--- src/rtl/occupancy_gate_ctrl.sv ---
// Doorway direction sequencer: debounces the outer/inner beams and turns completed
// crossings into single-cycle entry/exit pulses for the occupancy tracker.
module occupancy_gate_ctrl #(
   parameter int DEBOUNCE = 2,
   parameter int TIMEOUT  = 16
) (
   input  logic clk,
   input  logic rst,
   input  logic beam_outer,
   input  logic beam_inner,
   input  logic max_capacity,
   output logic entry_pulse,
   output logic exit_pulse,
   output logic deny_pulse,
   output logic fault_pulse,
   output logic gate_lock,
   output logic busy
);

   localparam logic [3:0] DB_LAST = 4'(DEBOUNCE - 1);
   localparam logic [7:0] TO_LAST = 8'(TIMEOUT - 1);

   typedef enum logic [3:0] {
      IDLE, E1, E2, E3, X1, X2, X3, DENY, CLEAR
   } state_t;

   logic [1:0] raw;
   logic [1:0] filt;

   assign raw = {beam_outer, beam_inner};

   // Bit 1 is the outer beam, bit 0 the inner beam.
   generate
      for (genvar gi = 0; gi < 2; gi++) begin : g_debounce
         logic [3:0] cnt_reg;
         logic       filt_reg;

         always_ff @(posedge clk or posedge rst) begin
            if (rst) begin
               cnt_reg  <= '0;
               filt_reg <= 1'b0;
            end else if (raw[gi] != filt_reg) begin
               if (cnt_reg == DB_LAST) begin
                  filt_reg <= raw[gi];
                  cnt_reg  <= '0;
               end else begin
                  cnt_reg <= cnt_reg + 4'd1;
               end
            end else begin
               cnt_reg <= '0;
            end
         end

         assign filt[gi] = filt_reg;
      end
   endgenerate

   state_t     state_reg, state_next;
   logic [7:0] timer_reg, timer_next;
   logic       entry_next, exit_next, deny_next, fault_next;
   logic       in_crossing;

   assign in_crossing = (state_reg != IDLE) && (state_reg != DENY) && (state_reg != CLEAR);

   always_comb begin
      state_next = state_reg;
      entry_next = 1'b0;
      exit_next  = 1'b0;
      deny_next  = 1'b0;
      fault_next = 1'b0;
      if (in_crossing && (timer_reg == TO_LAST)) begin
         state_next = CLEAR;
         fault_next = 1'b1;
      end else begin
         case (state_reg)
            IDLE: begin
               case (filt)
                  2'b10: begin
                     if (max_capacity) begin
                        state_next = DENY;
                        deny_next  = 1'b1;
                     end else begin
                        state_next = E1;
                     end
                  end
                  2'b01: state_next = X1;
                  2'b11: begin
                     state_next = CLEAR;
                     fault_next = 1'b1;
                  end
                  default: state_next = IDLE;
               endcase
            end
            E1: begin
               case (filt)
                  2'b11:   state_next = E2;
                  2'b01:   state_next = E3;
                  2'b00:   state_next = IDLE;
                  default: state_next = E1;
               endcase
            end
            E2: begin
               case (filt)
                  2'b01:   state_next = E3;
                  2'b10:   state_next = E1;
                  2'b00:   state_next = IDLE;
                  default: state_next = E2;
               endcase
            end
            E3: begin
               case (filt)
                  2'b00: begin
                     state_next = IDLE;
                     entry_next = 1'b1;
                  end
                  2'b11:   state_next = E2;
                  2'b10:   state_next = E1;
                  default: state_next = E3;
               endcase
            end
            X1: begin
               case (filt)
                  2'b11:   state_next = X2;
                  2'b10:   state_next = X3;
                  2'b00:   state_next = IDLE;
                  default: state_next = X1;
               endcase
            end
            X2: begin
               case (filt)
                  2'b10:   state_next = X3;
                  2'b01:   state_next = X1;
                  2'b00:   state_next = IDLE;
                  default: state_next = X2;
               endcase
            end
            X3: begin
               case (filt)
                  2'b00: begin
                     state_next = IDLE;
                     exit_next  = 1'b1;
                  end
                  2'b11:   state_next = X2;
                  2'b01:   state_next = X1;
                  default: state_next = X3;
               endcase
            end
            DENY, CLEAR: begin
               if (filt == 2'b00) state_next = IDLE;
            end
            default: state_next = IDLE;
         endcase
      end
   end

   // Timer only runs while a crossing sits in one state.
   always_comb begin
      if ((state_next != state_reg) || !in_crossing) timer_next = '0;
      else                                           timer_next = timer_reg + 8'd1;
   end

   always_ff @(posedge clk or posedge rst) begin
      if (rst) begin
         state_reg   <= IDLE;
         timer_reg   <= '0;
         entry_pulse <= 1'b0;
         exit_pulse  <= 1'b0;
         deny_pulse  <= 1'b0;
         fault_pulse <= 1'b0;
         gate_lock   <= 1'b0;
         busy        <= 1'b0;
      end else begin
         state_reg   <= state_next;
         timer_reg   <= timer_next;
         entry_pulse <= entry_next;
         exit_pulse  <= exit_next;
         deny_pulse  <= deny_next;
         fault_pulse <= fault_next;
         gate_lock   <= max_capacity;
         busy        <= (state_reg != IDLE);
      end
   end

endmodule
--- config.mk ---
export PLATFORM = sky130hd
export DESIGN_NAME = occupancy_gate_ctrl
export DESIGN_NICKNAME = d
export VERILOG_FILES = /design/src/rtl/occupancy_gate_ctrl.sv
export SDC_FILE = /design/constraint.sdc
export NUM_CORES = 1
export LEC_CHECK = 0
export ABC_AREA = 1
export CORE_ASPECT_RATIO = 2
export CORE_MARGIN = 8
export CORE_UTILIZATION = 25
export CTS_CLUSTER_DIAMETER = 50
export DETAILED_ROUTE_END_ITERATION = 8
export PLACE_DENSITY = 0.48
export SETUP_SLACK_MARGIN = 0.15
export SLEW_MARGIN = 20
export SYNTH_ARGS = -nofsm -noshare
export SYNTH_HDL_FRONTEND = slang
export SYNTH_SLANG_ARGS = --single-unit
--- constraint.sdc ---
create_clock -name clk -period 4.7 [get_ports clk]
set_input_delay 0.705 -clock clk [delete_from_list [all_inputs] [get_ports clk]]
set_output_delay 0.705 -clock clk [all_outputs]
set_load 0.02 [all_outputs]
==> results of run 1 <==
## worst max-delay path, cell delays in order, from the launching register on
cell	delay (ps)
dfrtp_1	490
inv_1	190
ha_1	260
inv_1	130
nand4_1	130
o21ai_2	80
inv_1	70
nand2_2	60
nand2_1	60
a21oi_2	210
nand3_4	140
nor2_1	120
## cells by family (layout without fill, tap and decap cells)
logic type,count (synthesis),in the layout,share of synthesized area (%)
flip-flops,28,28,43.6
buffers and inverters,22,36,5.14
AND/OR/NAND/NOR,102,102,30.1
AO/OA/AOI/OAI,12,12,4.52
XOR/XNOR,12,12,6.54
adder cells (fa/ha/maj),13,13,10.1
## cell usage after synthesis, drive strengths merged
library cell  number  area (um^2)
o21ai              3         18.8
xor2               9         78.8
nand2             33          134
dfrtp             28          701
nand4              3         18.8
a21oi              7         38.8
o211ai             2         15.0
nand3             24          150
ha                13          163
inv               22         82.6
nor2              42          180
xnor2              3         26.3
## per-stage QoR
stage	cells	worst slack, ps	util (%)
floorplan	189	3010	-
global placement	285	2560	29.0
detailed placement	285	2530	29.0
CTS	289	2650	30.7
global route	289	2450	30.7
finish	289	2680	30.7
## layer usage
layer / track usage (%) / up-vias / routed length (um)
li1: - / 623 / -
met5: 0 / - / 0
met2: 16.5 / 11 / 2050
met1: 6.93 / 598 / 1180
met3: 0.774 / 9 / 43
met4: 7.13 / 0 / 166
## cell type report
cell class	count	share of cell area (%)
multi-input cells	139	42.9
clock buffers	3	3.91
repair buffers	10	5.22
inverters	22	4.30
clock inverters	1	1.56
well taps	86	5.61
flip-flops and latches	28	36.5
## power by group through the flow
stage          clock, mW  combinational (mW)  sequential [mW]
2_1_floorplan          0               0.377            0.354
3_3_place_gp           0               0.511            0.356
3_5_place_dp           0               0.510            0.356
4_1_cts            0.266               0.513            0.351
5_1_grt            0.271               0.574            0.358
6_report           0.252               0.502            0.350
## path summary, 6_finish.rpt
path	endpoint
max	timer_reg[4]
min	timer_reg[0]
max reg2reg	timer_reg[4]
min reg2reg	timer_reg[0]
max in group asynchronous	g_debounce[1].cnt_reg[1]
min in group asynchronous	deny_pulse
==> summary.md, run 1 <==
| Metric | Value |
|---|---|
| Outcome | `completed` |
| Max Slew Vio Count | `0` |
| Sw Ratio | `42.6%` |
| Post-CTS sizing | `0` |
| Area of the core | `0.00626 mm^2` |
| Reg area | `701 um^2` |
| Min-Delay Startpoint | `timer_reg[0]` |
| Clock power share | `22.8%` |
| Vias in the first global route | `1317` |
| Post-route ant nets | `0` |
| Final min period | `between 2000 and 2500 ps` |
| DP HPWL | `2.78 mm` |
| Worst-Margin Slew | `about 600 ps` |
| Mean Syn Cell Area | `between 8 and 9 um^2` |
| Fin nets | `222` |
| CTS clk-pin slew, worst paths | `70 ps` |
| Die ar. | `between 0.009 and 0.01 mm^2` |
| Worst Reg2Reg Path Length in Cells | `11` |
| Clock Sinks | `28` |
| Layout cell share with drive strength beyond 1 | `under 10%` |
| Clock root cell | `clkbuf_16` |
| Routed WL | `3.44 mm` |
| Period utilization | `42.9%` |
| R2r startpoint | `g_debounce[1].filt_reg` |
| Hold Path Stages | `1` |
| Worst setup startpoint | `g_debounce[1].filt_reg` |
| Via count | `about 1200` |
| Fmax | `approximately 500 MHz` |
| R2R Setup Slk | `about 2700 ps` |
| Pre-Repair DR Iteration Count | `4` |
| Tot Pwr | `1.10 mW` |
| Hold Buf Count CTS | `0` |
| Worst-case clock buffer depth | `2` |
| N_diodes | `0` |
| Final hold vios | `0` |
| Commonest non-fill, non-tap cell in the layout | `nor2_1` |
| DR iter-0 viols | `20` |
| Peak supply drop | `between 0.2 and 0.3 mV` |
| Leakage dissipation | `0.970 nW` |
| Via density | `4.29` |
| Skew final | `2.89 ps` |
| GPL Wtd Cong | `about 0.82` |
| Flop pwr share | `31.7%` |
| Initial antenna violation count | `0` |
| Crit start category | `flip-flop` |
| Layout area overhead | `19.5%` |
| Sequential area share after synthesis | `43.6%` |
| Commonest cells after routing, fill and taps aside | `nor2_1, nand2_1, dfrtp_1` |
| Global-route wire length before repair | `5.98 mm` |
| Net Switching | `roughly 470 uW` |
| Fill count | `707` |
| Die extent in x | `72.7 um` |
| Hold crit path type | `reg2reg` |
| CTS tree | `built` |
| Internal | `634 uW` |
| PortBufs | `10` |
| Min Hold Slack | `466 ps` |
| Row Count | `41` |
| Initial Utilization | `25.7%` |
| Part of the power in combinational logic | `45.5%` |
| Post-DP Area | `0.00181 mm^2` |
| TritonCTS buffer count | `3` |
| WL per Instance | `11.9 um` |
| Largest net degree at the start of global routing | `29` |
| Die Height | `129 um` |
| Post-Synthesis Net Count | `207` |
| Clock latency on the worst-skew pair | `about 270 ps` |
| Worst setup EP type | `flip-flop` |
| #FFs+latches synth | `28` |
| CTS HTree Levels | `1` |
| Mapped Cells | `between 150 and 200` |
| Unique masters post-synth | `21` |
| PD cells | `575 mW/mm^2` |
| # setup viols final | `0` |
| Post-CTS Setup Inserts | `0` |
| # IOs | `11` |
| Worst Path Arrival | `2210 ps` |
| Total Routing Usage GR | `8.35%` |
| Final global-route overflow total | `0` |
| RSZ-0062 raised after global routing | `no` |
| Mapped Area | `0.00161 mm^2` |
| Max-cap viol count | `0` |
| Required @ worst endpoint | `approximately 4900 ps` |
| DRC viols | `0` |
| Area of the multi-input gates | `approximately 820 um^2` |
| Critical Path Fanout Max | `8` |
| Sum Neg Setup Slack | `0 ps` |
| WS Path Type | `reg2reg` |
| Worst rel slew slack | `60.7%` |
| Fin area | `0.00192 mm^2` |
| Yosys warns | `0` |
(Power assumes the default switching activity.)
==> inputs of run 2 (changes only) <==
PLACE_DENSITY = 0.5   (was 0.48)
clock period = 1.85 ns   (was 4.7 ns; I/O delays follow)
==> run 2 against run 1 <==
Combinational power increased to 3.7 times the previous value. Utilization up 4.5 points. Design area up 15%. Sequential cell count unchanged. Fmax grew 12%. Hold slack got worse by 97 ps. Register-to-register slack got worse by 2600 ps. Via count rose by 7.5%. Die area did not move. Setup slack lost 2600 ps. Routed wire length up 13%. Clock power grew to 2.6 times the previous value. Highest routed layer unchanged.
==> summary.md, run 2 (synthesis gave the netlist of run 1 again) <==
| Metric | Value |
|---|---|
| Hold Buf Count CTS | `0` |
| Sw Ratio | `a little over two fifths` |
| Period utilization | `97.2%` |
| Worst-case clock buffer depth | `2` |
| Peak supply drop | `between 0.6 and 0.7 mV` |
| Slowest-stage cell, CP | `dfrtp_1` |
| Via count | `1334` |
| Fin nets | `237` |
| Initial antenna violation count | `0` |
| Initial Utilization | `25.7%` |
| Global-route wire length before repair | `approximately 6.7 mm` |
| Clock root cell | `clkbuf_16` |
| Tot Pwr | `around 3.4 mW` |
| DP HPWL | `2.88 mm` |
| RSZ-0062 raised after global routing | `yes` |
| TritonCTS buffer count | `3` |
| Max Slew Vio Count | `0` |
| DRC viols | `0` |
| Final min period | `around 1800 ps` |
| Final global-route overflow total | `0` |
| Hold crit path type | `in2async` |
| Post-route setup slack | `52.5 ps` |
| R2r startpoint | `g_debounce[0].filt_reg` |
| Pre-Repair DR Iteration Count | `4` |
| # setup viols final | `0` |
| CTS clk-pin slew, worst paths | `about 70 ps` |
| Critical path, cell by cell | `inv_2 > buf_6 > ha_2 > nor2_1 > nand3_1 > nand2_2 > nor2_4 > nand2_2 > nand2_2 > nand2_1 > nand2_2 > nand3_4 > nor2_1` |
| Post-route ant nets | `0` |
| Routed WL | `3.89 mm` |
| Worst-Margin Slew | `about 370 ps` |
| Worst setup EP type | `flip-flop` |
| Die Height | `129 um` |
| Vias in the first global route | `1400` |
| Largest net degree at the start of global routing | `29` |
| Critical path's largest stage delay | `around 400 ps` |
| Net Switching | `1.46 mW` |
| Fill count | `671` |
| # IOs | `11` |
| Via density | `approximately 4.4` |
| Outcome | `completed` |
| Commonest cells after routing, fill and taps aside | `nor2_1, nand2_1, dfrtp_1` |
| Top cell by count, worst path | `nand2_2` |
| Max-cap viol count | `0` |
| Layout area overhead | `37.1%` |
| Clock power share | `19.3%` |
| Skew final | `3.89 ps` |
| N_diodes | `0` |
| Fmax | `556 MHz` |
| WS Path Type | `reg2reg` |
| Row Count | `41` |
| Die ar. | `0.00940 mm^2` |
| Clock Sinks | `28` |
| CTS tree | `built` |
| WL per Instance | `roughly 13 um` |
| Critical Path Fanout Max | `8` |
| DR iter-0 viols | `between 40 and 50` |
| Sum Neg Setup Slack | `0 ps` |
| Final hold vios | `0` |
| Pre-CTS setup slack | `-169 ps` |
| Worst setup startpoint | `g_debounce[0].filt_reg` |
| GPL Wtd Cong | `0.946` |
| CTS HTree Levels | `1` |
| Layout cell share with drive strength beyond 1 | `29.4%` |
| Flop pwr share | `about a quarter` |
| Worst Path Arrival | `about 2000 ps` |
| Post-DP Area | `0.00188 mm^2` |
| Post-layout util | `35.2%` |
| PD cells | `between 1500 and 2000 mW/mm^2` |
| Internal | `1.93 mW` |
| Fin area | `0.00220 mm^2` |
| Crit start category | `flip-flop` |
| Leakage dissipation | `1.05 nW` |
| Part of the power in combinational logic | `54.8%` |
| Die extent in x | `72.7 um` |
| Worst rel slew slack | `approximately three quarters` |
| Clock latency on the worst-skew pair | `270 ps` |
| Area of the core | `0.00626 mm^2` |
| Total Routing Usage GR | `9.10%` |
| Required @ worst endpoint | `just over 2000 ps` |
| PortBufs | `10` |
-- run 2: worst max-delay path: cells and delay by family (launching register included) --
family        cells  cell delay, ps
fa+ha+maj         1             170
flops             1             400
buf+inv           2             270
simple gates     10             900
-- run 2: cell type report --
class | instances | area, um^2 | share of cell area, %
Multi-Input combinational cell | 139 | 971 | 44.1
Sequential cell | 28 | 704 | 32.0
Timing Repair Buffer | 25 | 231 | 10.5
Tap cell | 86 | 108 | 4.89
Inverter | 22 | 82.6 | 3.75
Clock buffer | 3 | 75.1 | 3.41
Clock inverter | 1 | 30.0 | 1.36
-- run 2: what timing repair did --
action                     4_1_cts  5_1_grt
gates cloned                     0        0
setup endpoints to repair        8        9
setup buffers                    6        0
pin swaps                       15       12
gates resized for setup         27       20
-- run 2: path summary, 6_finish.rpt --
kind / slack (ps) / depth (start not counted) / to
max: 50 / 13 / timer_reg[4]
min: 370 / 3 / gate_lock
max reg2reg: 50 / 13 / timer_reg[4]
min reg2reg: 490 / 1 / g_debounce[1].cnt_reg[0]
max in group asynchronous: 1180 / 3 / state_reg[0]
min in group clk: 490 / 1 / g_debounce[1].cnt_reg[0]
-- run 2: metrics by stage --
stage                     instances  hold WS (ps)
after floorplan                 189           309
after global placement          294           465
after detailed placement        294           472
after CTS                       304           387
after global routing            304           405
final                           304           369
-- run 2: per-layer routing --
layer | share of wire, % | track usage, % | vias up
met4 | 4.4 | 7.13 | 0
met2 | 57 | 16.6 | 28
met3 | 2.2 | 1.39 | 13
met5 | 0 | 0 | -
met1 | 37 | 8.65 | 638
li1 | - | - | 655
-- run 2: power by group through the flow --
stage	logic [mW]	clock network, mW	registers [mW]
floorplan	0.957	0	0.898
CTS	1.75	0.676	0.871
detailed placement	1.47	0	0.866
global placement	1.48	0	0.860
finish	1.86	0.656	0.878
global route	2.05	0.694	0.899
